**src/rtl/nios2_oci_dct_sequencer.sv**
```systemverilog
// Packs 2-bit Nios II OCI trace atoms into 30-bit frames and sequences the end-of-test drain.
// Optional idle-timeout partial flush is enabled by defining DCT_TIMEOUT_FLUSH_EN.
module nios2_oci_dct_sequencer #(
  parameter int ATOM_W  = 2,
  parameter int SLOTS   = 15,
  parameter int CNT_W   = 4,
  parameter int TIMEOUT = 64
) (
  input  logic                    clk_i,
  input  logic                    reset_i,
  input  logic                    atom_valid_i,
  input  logic [ATOM_W-1:0]       atom_data_i,
  output logic                    atom_ready_o,
  output logic                    frame_valid_o,
  output logic [ATOM_W*SLOTS-1:0] frame_data_o,
  output logic [CNT_W-1:0]        frame_count_o,
  input  logic                    frame_ready_i,
  output logic [ATOM_W*SLOTS-1:0] dct_buffer_o,
  output logic [CNT_W-1:0]        dct_count_o,
  input  logic                    test_ending_i,
  output logic                    test_has_ended_o
);

  localparam int BUF_W = ATOM_W * SLOTS;
  localparam logic [CNT_W-1:0] LAST_SLOT = CNT_W'(SLOTS - 1);
  localparam logic [CNT_W-1:0] FULL_CNT  = CNT_W'(SLOTS);

  typedef enum logic [1:0] {
    S_RUN        = 2'd0,
    S_FLUSH      = 2'd1,
    S_WAIT_EMPTY = 2'd2,
    S_ENDED      = 2'd3
  } state_t;

  state_t             state_q, state_d;
  logic [BUF_W-1:0]   buf_q, buf_d;
  logic [CNT_W-1:0]   cnt_q, cnt_d;
  logic               fv_q, fv_d;
  logic [BUF_W-1:0]   fdata_q, fdata_d;
  logic [CNT_W-1:0]   fcnt_q, fcnt_d;

  logic               accept;
  logic [BUF_W-1:0]   buf_acc;
  logic               load;
  logic [BUF_W-1:0]   load_data;
  logic [CNT_W-1:0]   load_cnt;

`ifdef DCT_TIMEOUT_FLUSH_EN
  localparam int IDLE_W = $clog2(TIMEOUT + 1);
  localparam logic [IDLE_W-1:0] IDLE_MAX = IDLE_W'(TIMEOUT);
  logic [IDLE_W-1:0]  idle_q, idle_d;
  logic               tflush;
`endif

  // The last slot is blocked while the frame register is still occupied, so a full
  // buffer never has to overwrite a frame the FIFO has not taken yet.
  assign atom_ready_o = (state_q == S_RUN) && !((cnt_q == LAST_SLOT) && fv_q);
  assign accept       = atom_valid_i && atom_ready_o;
  assign buf_acc      = buf_q | ({{(BUF_W-ATOM_W){1'b0}}, atom_data_i} << (ATOM_W * int'(cnt_q)));

  always_comb begin
    state_d   = state_q;
    buf_d     = buf_q;
    cnt_d     = cnt_q;
    fv_d      = fv_q;
    fdata_d   = fdata_q;
    fcnt_d    = fcnt_q;
    load      = 1'b0;
    load_data = buf_q;
    load_cnt  = cnt_q;
`ifdef DCT_TIMEOUT_FLUSH_EN
    idle_d    = idle_q;
    tflush    = 1'b0;
`endif

    if (fv_q && frame_ready_i) fv_d = 1'b0;

    case (state_q)
      S_RUN: begin
        if (accept) begin
          if (cnt_q == LAST_SLOT) begin
            load      = 1'b1;
            load_data = buf_acc;
            load_cnt  = FULL_CNT;
            buf_d     = '0;
            cnt_d     = '0;
          end else begin
            buf_d = buf_acc;
            cnt_d = cnt_q + CNT_W'(1);
          end
        end
`ifdef DCT_TIMEOUT_FLUSH_EN
        tflush = !accept && (idle_q == IDLE_MAX) && !fv_q && (cnt_q != '0);
        if (tflush) begin
          load  = 1'b1;
          buf_d = '0;
          cnt_d = '0;
        end
        // Counter saturates at TIMEOUT while a held frame blocks the partial flush.
        if (accept || tflush || test_ending_i) idle_d = '0;
        else if ((cnt_q != '0) && (idle_q != IDLE_MAX)) idle_d = idle_q + IDLE_W'(1);
`endif
        if (test_ending_i) state_d = S_FLUSH;
      end
      S_FLUSH: begin
        if (cnt_q == '0) begin
          state_d = S_WAIT_EMPTY;
        end else if (!fv_q) begin
          load    = 1'b1;
          buf_d   = '0;
          cnt_d   = '0;
          state_d = S_WAIT_EMPTY;
        end
      end
      S_WAIT_EMPTY: begin
        if (!fv_q) state_d = S_ENDED;
      end
      S_ENDED: ;
      default: state_d = S_RUN;
    endcase

    if (load) begin
      fv_d    = 1'b1;
      fdata_d = load_data;
      fcnt_d  = load_cnt;
    end
  end

  always_ff @(posedge clk_i or posedge reset_i) begin
    if (reset_i) begin
      state_q <= S_RUN;
      buf_q   <= '0;
      cnt_q   <= '0;
      fv_q    <= 1'b0;
      fdata_q <= '0;
      fcnt_q  <= '0;
`ifdef DCT_TIMEOUT_FLUSH_EN
      idle_q  <= '0;
`endif
    end else begin
      state_q <= state_d;
      buf_q   <= buf_d;
      cnt_q   <= cnt_d;
      fv_q    <= fv_d;
      fdata_q <= fdata_d;
      fcnt_q  <= fcnt_d;
`ifdef DCT_TIMEOUT_FLUSH_EN
      idle_q  <= idle_d;
`endif
    end
  end

  assign frame_valid_o    = fv_q;
  assign frame_data_o     = fdata_q;
  assign frame_count_o    = fcnt_q;
  assign dct_buffer_o     = buf_q;
  assign dct_count_o      = cnt_q;
  // Drain is reported as soon as the last frame has left, and stays set in ENDED.
  assign test_has_ended_o = (state_q == S_ENDED) || ((state_q == S_WAIT_EMPTY) && !fv_q);

endmodule

```
**config.mk**
```make
export PLATFORM = sky130hd
export DESIGN_NAME = nios2_oci_dct_sequencer
export DESIGN_NICKNAME = d
export VERILOG_FILES = /design/src/rtl/nios2_oci_dct_sequencer.sv
export SDC_FILE = /design/constraint.sdc
export NUM_CORES = 1
export LEC_CHECK = 0
export BUFFER_PORTS_ARGS = -buffer_cell sky130_fd_sc_hd__buf_2
export CAP_MARGIN = 5
export CORE_ASPECT_RATIO = 2
export CORE_MARGIN = 3
export CORE_UTILIZATION = 48
export DETAILED_ROUTE_END_ITERATION = 8
export PLACE_DENSITY = 0.87
export SETUP_SLACK_MARGIN = 0.02
export SLEW_MARGIN = 25
export SYNTH_ARGS = -nofsm -noshare
export SYNTH_HDL_FRONTEND = slang
export SYNTH_SLANG_ARGS = --single-unit
export TNS_END_PERCENT = 100
```
**constraint.sdc**
```tcl
create_clock -name clk_i -period 2.56 [get_ports clk_i]
set_clock_uncertainty 0.1 [all_clocks]
set_input_delay 0.512 -clock clk_i [delete_from_list [all_inputs] [get_ports clk_i]]
set_output_delay 0.512 -clock clk_i [all_outputs]
set_load 0.01 [all_outputs]
```
==> flow_summary.html, run 1 <==
<table>
<tr><th>Metric</th><th>Value</th></tr>
<tr><th colspan="2">Synthesis</th></tr>
<tr><td>Prevailing post-synth register cell</td><td>sky130_fd_sc_hd__dfrtp_1</td></tr>
<tr><td>Number of flops mapped to enable cells by yosys</td><td>0</td></tr>
<tr><td>Number of synthesized register bits</td><td>71</td></tr>
<tr><td>Total number of yosys warnings</td><td>0</td></tr>
<tr><td>Average footprint of a synthesized cell</td><td>11.1 sq um</td></tr>
<tr><td>Number of unique standard cell types used by synthesis</td><td>41</td></tr>
<tr><td>Cell count after synthesis</td><td>293</td></tr>
<tr><td>Share of async-settable or async-resettable flops after synthesis</td><td>100%</td></tr>
<tr><td>Synth Net Count</td><td>309</td></tr>
<tr><td>Combined area of all synthesized cells</td><td>3240 sq um</td></tr>
<tr><td>Sequential share of the synthesized area</td><td>54.8%</td></tr>
<tr><th colspan="2">Worst setup path</th></tr>
<tr><td>WP data required</td><td>2.67 ns</td></tr>
<tr><td>Crit path kind</td><td>flip-flop to flip-flop</td></tr>
<tr><td>Peak per-stage delay on the critical path</td><td>0.42 ns</td></tr>
<tr><td>Cell with the largest stage delay on the worst path</td><td>sky130_fd_sc_hd__dfrtp_1</td></tr>
<tr><td>Highest net fanout along the worst path</td><td>13</td></tr>
<tr><td>Cell-by-cell listing of the critical path</td><td>inv_1 -&gt; ha_2 -&gt; nor2b_1 -&gt; and2_4 -&gt; or2_1 -&gt; buf_12 -&gt; mux2_1</td></tr>
<tr><td>Start point of the critical path</td><td>state_q[1]</td></tr>
<tr><td>Arrival time of data at the critical path endpoint</td><td>2.48 ns</td></tr>
<tr><td>Category of the worst setup path capture point</td><td>flip-flop</td></tr>
<tr><td>Reg-to-reg critical path startpoint</td><td>state_q[1]</td></tr>
<tr><td>Kind of launch point of the worst setup path</td><td>flip-flop</td></tr>
<tr><th colspan="2">Global routing</th></tr>
<tr><td>Grt total ovfl</td><td>0</td></tr>
<tr><td>Total global routing track utilization</td><td>22.8%</td></tr>
<tr><td>Vias in the first global route</td><td>2610</td></tr>
<tr><td>Pin count of the biggest net entering global routing</td><td>34</td></tr>
<tr><td>First-pass GRT wire length</td><td>13.5 mm</td></tr>
<tr><td>Number of antenna violations at the first check in global routing</td><td>0</td></tr>
<tr><th colspan="2">Clocking</th></tr>
<tr><td>Clock H-tree levels</td><td>3</td></tr>
<tr><td>Hold_buf cts</td><td>0</td></tr>
<tr><td>Clock-pin slew reported for the worst setup and hold paths after clock tree synthesis</td><td>0.05 ns</td></tr>
<tr><td>Clock root buffer</td><td>sky130_fd_sc_hd__clkbuf_16</td></tr>
<tr><td>Clock buffer count from CTS</td><td>9</td></tr>
<tr><td>Worst-case clock buffer depth</td><td>2</td></tr>
<tr><td>CTS tree</td><td>yes</td></tr>
<tr><td>Sink Count</td><td>71</td></tr>
<tr><td>Clock network latency to the later pin of the worst-skew pair</td><td>0.33 ns</td></tr>
<tr><th colspan="2">Power</th></tr>
<tr><td>Sequential share of power</td><td>32.9%</td></tr>
<tr><td>Switching power total</td><td>2.02 mW</td></tr>
<tr><td>Internal power of the cells</td><td>3.26 mW</td></tr>
<tr><td>Total power density per cell area</td><td>1290 nW/um^2</td></tr>
<tr><td>Leakage power total</td><td>2.17 nW</td></tr>
<tr><td>Fraction of power spent switching nets</td><td>38.2%</td></tr>
<tr><td>Power share of the clock group</td><td>23.6%</td></tr>
<tr><td>Combinational share of power</td><td>43.5%</td></tr>
<tr><td>Largest voltage drop on the vdd net</td><td>774 uV</td></tr>
<tr><th colspan="2">Cells and area</th></tr>
<tr><td>Top library cells by usage in the layout, fill and taps aside</td><td>sky130_fd_sc_hd__buf_2, sky130_fd_sc_hd__dfrtp_1, sky130_fd_sc_hd__nor2_1</td></tr>
<tr><td>Most common cell after layout, fill and taps aside</td><td>sky130_fd_sc_hd__buf_2</td></tr>
<tr><td>Diodes inserted</td><td>0</td></tr>
<tr><td>Area growth from synthesis to final layout</td><td>25.8%</td></tr>
<tr><td>Combined area of the multi-input logic cells</td><td>1340 sq um</td></tr>
<tr><td>Share of the core filled with cells</td><td>63.6%</td></tr>
<tr><td>Number of filler cells placed in the layout</td><td>499</td></tr>
<tr><td>Area occupied by registers</td><td>1780 sq um</td></tr>
<tr><td>Layout cell share with drive strength beyond 1</td><td>36.9%</td></tr>
<tr><td>Number of nets in the finished design</td><td>391</td></tr>
<tr><th colspan="2">Routing</th></tr>
<tr><td>Post-detailed-route wirelength per cell</td><td>17.3 um</td></tr>
<tr><td>Via density</td><td>5.48</td></tr>
<tr><td>Drt total wl</td><td>8.06 mm</td></tr>
<tr><td>Post-DRT Antenna Nets</td><td>0</td></tr>
<tr><td>Number of design rule violations left after detail routing</td><td>0</td></tr>
<tr><td>Iter 0 DRT Violations</td><td>141</td></tr>
<tr><td>Number of vias after detailed routing</td><td>2550</td></tr>
<tr><td>Initial DRT Pass Iterations</td><td>4</td></tr>
<tr><th colspan="2">Run</th></tr>
<tr><td>Number of maximum-capacitance constraint violations</td><td>0</td></tr>
<tr><th colspan="2">STA</th></tr>
<tr><td>Final number of hold-violating endpoints</td><td>0</td></tr>
<tr><td>Number of pins exceeding their max-slew limit in the final report</td><td>0</td></tr>
<tr><td>Total of endpoints with negative setup slack in the final report</td><td>0</td></tr>
<tr><td>Period minus WS final</td><td>2.37 ns</td></tr>
<tr><td>Part of the cycle the worst path needs</td><td>92.6%</td></tr>
<tr><td>Tightest Pin Transition</td><td>0.516 ns</td></tr>
<tr><td>Max Clk Rate</td><td>422 MHz</td></tr>
<tr><td>Max-slew headroom at the worst pin</td><td>65.5%</td></tr>
<tr><td>Setup TNS</td><td>0 ns</td></tr>
<tr><td>Setup repair after global routing missed its margin</td><td>no</td></tr>
<tr><th colspan="2">Min path</th></tr>
<tr><td>Type of the most critical hold path</td><td>primary input to asynchronous set/reset pin</td></tr>
<tr><th colspan="2">Floorplan</th></tr>
<tr><td>Core outline area</td><td>6410 sq um</td></tr>
<tr><td>Die outline area</td><td>7840 sq um</td></tr>
<tr><td>Effective utilization at floorplan</td><td>50.6%</td></tr>
<tr><td>Number of ports placed on the die boundary</td><td>78</td></tr>
<tr><td>Row cnt</td><td>41</td></tr>
<tr><td>Vertical die dimension</td><td>122 um</td></tr>
<tr><td>Die X-Extent</td><td>64.1 um</td></tr>
<tr><th colspan="2">Place</th></tr>
<tr><td>Post-DP HPWL</td><td>5.90 mm</td></tr>
<tr><td>Placer congestion estimate</td><td>0.869</td></tr>
<tr><td>Port Buffers</td><td>77</td></tr>
<tr><th colspan="2">Run status</th></tr>
<tr><td>Status</td><td>completed</td></tr>
</table>
-- registers in the layout, indices dropped and copies added, names as in the netlist --
name	cells
frame_valid_o	1
frame_data_o	30
dct_count_o	4
dct_buffer_o	30
frame_count_o	4
state_q	2
-- power groups by stage --
stage	combinational, mW	clock (mW)	sequential [mW]
global placement	2.20	0	1.74
detailed placement	2.28	0	1.75
floorplan	1.33	0	1.89
global route	2.51	1.33	1.79
finish	2.30	1.24	1.74
CTS	2.30	1.26	1.74
-- what timing repair did --
item / in CTS / in global routing
setup endpoints to repair: 0 / 6
gates resized for setup: 0 / 1
endpoints found under the hold margin: 0 / 0
setup buffers: 0 / 0
-- cells in the mapped netlist, types with 2 or more instances --
master | number | area, sq um
sky130_fd_sc_hd__o22a_1 | 6 | 52.6
sky130_fd_sc_hd__a21o_1 | 2 | 15.0
sky130_fd_sc_hd__nand3_1 | 3 | 15.0
sky130_fd_sc_hd__a211o_1 | 2 | 17.5
sky130_fd_sc_hd__buf_1 | 2 | 7.51
sky130_fd_sc_hd__nand3b_1 | 5 | 37.5
sky130_fd_sc_hd__clkbuf_1 | 14 | 52.6
sky130_fd_sc_hd__mux2_1 | 6 | 67.6
sky130_fd_sc_hd__a31oi_1 | 31 | 194
sky130_fd_sc_hd__mux2_4 | 4 | 60.1
sky130_fd_sc_hd__nand2_1 | 5 | 18.8
sky130_fd_sc_hd__buf_6 | 4 | 45.0
sky130_fd_sc_hd__dfrtp_1 | 71 | 1780
sky130_fd_sc_hd__o21ai_0 | 4 | 20.0
sky130_fd_sc_hd__a21oi_1 | 2 | 10.0
sky130_fd_sc_hd__or3b_2 | 2 | 17.5
sky130_fd_sc_hd__nand4_1 | 2 | 12.5
sky130_fd_sc_hd__nand2b_1 | 2 | 12.5
sky130_fd_sc_hd__nor2_1 | 65 | 244
sky130_fd_sc_hd__mux2i_1 | 6 | 60.1
sky130_fd_sc_hd__ha_1 | 9 | 113
sky130_fd_sc_hd__inv_1 | 10 | 37.5
sky130_fd_sc_hd__mux2_2 | 18 | 203
-- cells by family after synthesis --
kind of cell	after synthesis	synth area share (%)
compound gates	55	11.5
flops	71	54.8
mux	34	12.0
fa+ha+maj	9	3.47
buf+inv	31	4.55
simple gates	93	13.7
-- worst max-delay path: cells and delay by family (launching register included) --
kind,cells,cell delay (ns)
mux,1,0.32
buf+inv,2,0.32
simple gates,3,0.80
flops,1,0.42
fa+ha+maj,1,0.29
-- final timing paths --
kind,to,slack (ns),cells after the start
min in group clk_i,frame_valid_o,0.26,2
min reg2reg,frame_data_o[7],0.38,1
max reg2reg,frame_data_o[2],0.19,7
max,frame_data_o[2],0.19,7
min,frame_valid_o,0.11,2
max in group asynchronous,frame_data_o[14],1.62,3
-- per-layer routing --
| layer | global-route usage, % | vias to the layer above | wire (um) |
|---|---|---|---|
| li1 | - | 1198 | - |
| met5 | 0 | - | 0 |
| met3 | 6.41 | 24 | 333 |
| met4 | 13.0 | 0 | 265 |
| met2 | 38.0 | 85 | 4410 |
| met1 | 26.0 | 1243 | 3050 |
-- final cells by class --
type                       instances  area share, %
sequential                        71           43.6
multi-input combinational        191           32.7
clock inverter                     3           1.04
tap                               86           2.64
timing repair buffer              92           12.8
clock buffer                      12           6.29
inverter                          10          0.920
-- per-stage QoR --
step	cells	area [sq um]	power [mW]	worst slack (ns)	hold slack, ns
floorplan	293	3240	3.22	0.0374	0.429
global placement	450	3780	3.94	0.273	0.362
detailed placement	450	3780	4.03	0.179	0.373
CTS	465	4080	5.30	0.136	0.117
global route	465	4080	5.62	0.0782	0.148
finish	465	4080	5.28	0.189	0.112
Power figures use the tool's default switching activity.
==> inputs of run 2 (changes only) <==
Settings changed: CAP_MARGIN 5 to not set, CORE_ASPECT_RATIO 2 to 1.1, CORE_UTILIZATION 48 to 36, PLACE_DENSITY 0.87 to 0.71.
==> run 2 against run 1 <==
Wire length shrank 1.0%. Via count down 1.1%. Worst setup slack better by 0.0068 ns.
==> flow_summary.html, run 2 (synthesis gave the netlist of run 1 again) <==
<table>
<tr><th>Metric</th><th>Value</th></tr>
<tr><th colspan="2">Global routing</th></tr>
<tr><td>First-pass GRT wire length</td><td>13.1 mm (was 13.5 mm)</td></tr>
<tr><td>GRT met1 Usage</td><td>23.1% (was 26.0%)</td></tr>
<tr><td>Total global routing track utilization</td><td>16.7% (was 22.8%)</td></tr>
<tr><td>Grt total ovfl</td><td>0 (unchanged)</td></tr>
<tr><td>Met3 Resource Use GR</td><td>3.57% (was 6.41%)</td></tr>
<tr><td>Pin count of the biggest net entering global routing</td><td>33 (was 34)</td></tr>
<tr><td>Vias in the first global route</td><td>2528 (was 2610)</td></tr>
<tr><td>GR met2 Demand/Resource</td><td>25.5% (was 38.0%)</td></tr>
<tr><td>GRT Max-Usage Layer</td><td>met2 (unchanged)</td></tr>
<tr><td>Number of antenna violations at the first check in global routing</td><td>0 (unchanged)</td></tr>
<tr><th colspan="2">STA</th></tr>
<tr><td>Period minus WS final</td><td>2.36 ns (was 2.37 ns)</td></tr>
<tr><td>Max Clk Rate</td><td>423 MHz (was 422 MHz)</td></tr>
<tr><td>Worst setup margin</td><td>0.196 ns (was 0.189 ns)</td></tr>
<tr><td>Tightest Pin Transition</td><td>0.555 ns (was 0.516 ns)</td></tr>
<tr><td>Final number of hold-violating endpoints</td><td>0 (unchanged)</td></tr>
<tr><td>Setup TNS</td><td>0 ns (unchanged)</td></tr>
<tr><td>Number of pins exceeding their max-slew limit in the final report</td><td>0 (unchanged)</td></tr>
<tr><td>Max-slew headroom at the worst pin</td><td>62.9% (was 65.5%)</td></tr>
<tr><td>Worst-case hold slack</td><td>0.0981 ns (was 0.112 ns)</td></tr>
<tr><td>Setup repair after global routing missed its margin</td><td>no (unchanged)</td></tr>
<tr><td>Total of endpoints with negative setup slack in the final report</td><td>0 (unchanged)</td></tr>
<tr><td>Part of the cycle the worst path needs</td><td>92.3% (was 92.6%)</td></tr>
<tr><th colspan="2">Clocking</th></tr>
<tr><td>Clock H-tree levels</td><td>3 (unchanged)</td></tr>
<tr><td>Post-CTS setup buffer count</td><td>0 (unchanged)</td></tr>
<tr><td>Clock-pin slew reported for the worst setup and hold paths after clock tree synthesis</td><td>0.08 ns (was 0.05 ns)</td></tr>
<tr><td>Hold_buf cts</td><td>0 (unchanged)</td></tr>
<tr><td>Clock root buffer</td><td>sky130_fd_sc_hd__clkbuf_8 (was sky130_fd_sc_hd__clkbuf_16)</td></tr>
<tr><td>Worst-case clock buffer depth</td><td>2 (unchanged)</td></tr>
<tr><td>CTS tree</td><td>yes (unchanged)</td></tr>
<tr><td>Clock network latency to the later pin of the worst-skew pair</td><td>0.36 ns (was 0.33 ns)</td></tr>
<tr><td>Clock buffer count from CTS</td><td>9 (unchanged)</td></tr>
<tr><td>Post_cts resized</td><td>0 (unchanged)</td></tr>
<tr><td>Sink Count</td><td>71 (unchanged)</td></tr>
<tr><th colspan="2">Floorplan</th></tr>
<tr><td>Row cnt</td><td>35 (was 41)</td></tr>
<tr><td>Core outline area</td><td>8580 sq um (was 6410 sq um)</td></tr>
<tr><td>Die outline area</td><td>10200 sq um (was 7840 sq um)</td></tr>
<tr><td>Effective utilization at floorplan</td><td>37.8% (was 50.6%)</td></tr>
<tr><td>Vertical die dimension</td><td>106 um (was 122 um)</td></tr>
<tr><td>Die X-Extent</td><td>96.5 um (was 64.1 um)</td></tr>
<tr><td>Number of ports placed on the die boundary</td><td>78 (unchanged)</td></tr>
<tr><th colspan="2">Routing</th></tr>
<tr><td>Initial DRT Pass Iterations</td><td>4 (unchanged)</td></tr>
<tr><td>Number of vias after detailed routing</td><td>2523 (was 2550)</td></tr>
<tr><td>Number of design rule violations left after detail routing</td><td>0 (unchanged)</td></tr>
<tr><td>Post-DRT Antenna Nets</td><td>0 (unchanged)</td></tr>
<tr><td>Iter 0 DRT Violations</td><td>125 (was 141)</td></tr>
<tr><td>Via density</td><td>5.16 (was 5.48)</td></tr>
<tr><td>Post-detailed-route wirelength per cell</td><td>16.3 um (was 17.3 um)</td></tr>
<tr><td>Drt total wl</td><td>7.98 mm (was 8.06 mm)</td></tr>
<tr><th colspan="2">Worst setup path</th></tr>
<tr><td>Category of the worst setup path capture point</td><td>flip-flop (unchanged)</td></tr>
<tr><td>Kind of launch point of the worst setup path</td><td>flip-flop (unchanged)</td></tr>
<tr><td>Register-to-Register Setup Slack</td><td>0.20 ns (was 0.19 ns)</td></tr>
<tr><td>Arrival time of data at the critical path endpoint</td><td>2.50 ns (was 2.48 ns)</td></tr>
<tr><td>Crit path kind</td><td>flip-flop to flip-flop (unchanged)</td></tr>
<tr><td>Highest net fanout along the worst path</td><td>9 (was 13)</td></tr>
<tr><td>WP data required</td><td>2.70 ns (was 2.67 ns)</td></tr>
<tr><th colspan="2">Cells and area</th></tr>
<tr><td>Layout cell share with drive strength beyond 1</td><td>36.8% (was 36.9%)</td></tr>
<tr><td>Area growth from synthesis to final layout</td><td>23.1% (was 25.8%)</td></tr>
<tr><td>Most common cell after layout, fill and taps aside</td><td>sky130_fd_sc_hd__buf_2 (unchanged)</td></tr>
<tr><td>Diodes inserted</td><td>0 (unchanged)</td></tr>
<tr><td>Number of nets in the finished design</td><td>389 (was 391)</td></tr>
<tr><td>Share of the core filled with cells</td><td>46.5% (was 63.6%)</td></tr>
<tr><td>Top library cells by usage in the layout, fill and taps aside</td><td>sky130_fd_sc_hd__buf_2, sky130_fd_sc_hd__dfrtp_1, sky130_fd_sc_hd__nor2_1 (unchanged)</td></tr>
<tr><th colspan="2">Min path</th></tr>
<tr><td>Type of the most critical hold path</td><td>primary input to asynchronous set/reset pin (unchanged)</td></tr>
<tr><th colspan="2">Run status</th></tr>
<tr><td>Status</td><td>completed (unchanged)</td></tr>
<tr><th colspan="2">Power</th></tr>
<tr><td>Design Power</td><td>4.95 mW (was 5.28 mW)</td></tr>
<tr><td>Largest voltage drop on the vdd net</td><td>667 uV (was 774 uV)</td></tr>
<tr><td>Leakage power total</td><td>2.12 nW (was 2.17 nW)</td></tr>
<tr><td>Total power density per cell area</td><td>1240 nW/um^2 (was 1290 nW/um^2)</td></tr>
<tr><th colspan="2">Place</th></tr>
<tr><td>Port Buffers</td><td>77 (unchanged)</td></tr>
<tr><td>Worst-case setup slack after placement</td><td>0.225 ns (was 0.179 ns)</td></tr>
<tr><td>Post-DP HPWL</td><td>5.68 mm (was 5.90 mm)</td></tr>
<tr><td>Placer congestion estimate</td><td>0.842 (was 0.869)</td></tr>
<tr><th colspan="2">Run</th></tr>
<tr><td>Number of maximum-capacitance constraint violations</td><td>0 (unchanged)</td></tr>
</table>
## run 2: changes by cell type in the layout (fill, tap and decap cells not counted)
cell                         before  now
sky130_fd_sc_hd__clkinv_2         1    3
sky130_fd_sc_hd__clkinvlp_4       1    0
sky130_fd_sc_hd__buf_12           2    0
sky130_fd_sc_hd__ha_1             8    9
sky130_fd_sc_hd__bufinv_16        1    2
sky130_fd_sc_hd__clkbuf_16        9    0
sky130_fd_sc_hd__clkbuf_8         2   10
sky130_fd_sc_hd__clkinv_4         0    1
sky130_fd_sc_hd__ha_2             1    0
sky130_fd_sc_hd__clkbuf_1         1    0
## run 2: where the power goes
part	switching (mW)	internal (mW)	total, mW
registers	0.258	1.49	1.75
logic	1.27	0.922	2.19
clock network	0.436	0.572	1.01
## run 2: layer usage
layer	vias up	part of all wire [%]
li1	1186	-
met1	1241	45
met2	85	47
met3	11	6.3
met4	0	1.3
met5	-	0
## run 2: path summary, 6_finish.rpt
kind	start	endpoint	cells after the start
max in group asynchronous	reset_i	dct_buffer_o[15]	3
worst max register to register	state_q[1]	frame_data_o[3]	7
worst min-delay path	reset_i	state_q[1]	2
worst max-delay path	state_q[1]	frame_data_o[3]	7
worst min register to register	frame_data_o[2]	frame_data_o[2]	1
min in group clk_i	frame_ready_i	frame_valid_o	2
## run 2: stage by stage
step                      cell area (sq um)  std cells
final                                  3990        489
after global routing                   3990        489
after CTS                              3990        489
after detailed placement               3770        473
after global placement                 3770        473
after floorplan                        3240        293
## run 2: layout make-up
type                       count  area, sq um
fill                         834         4590
clock inverter                 6         83.8
inverter                      10         37.5
tap                          111          139
sequential                    71         1780
clock buffer                  10          138
multi-input combinational    191         1330
timing repair buffer          90          483
## run 2: critical path, cell delays in order, from the launching register on
cell and delay [ns]:
sky130_fd_sc_hd__dfrtp_1 0.43, sky130_fd_sc_hd__inv_1 0.12, sky130_fd_sc_hd__ha_1 0.34, sky130_fd_sc_hd__nor2b_1 0.35, sky130_fd_sc_hd__and2_4 0.25, sky130_fd_sc_hd__or2_1 0.13
sky130_fd_sc_hd__buf_4 0.18, sky130_fd_sc_hd__mux2_1 0.34
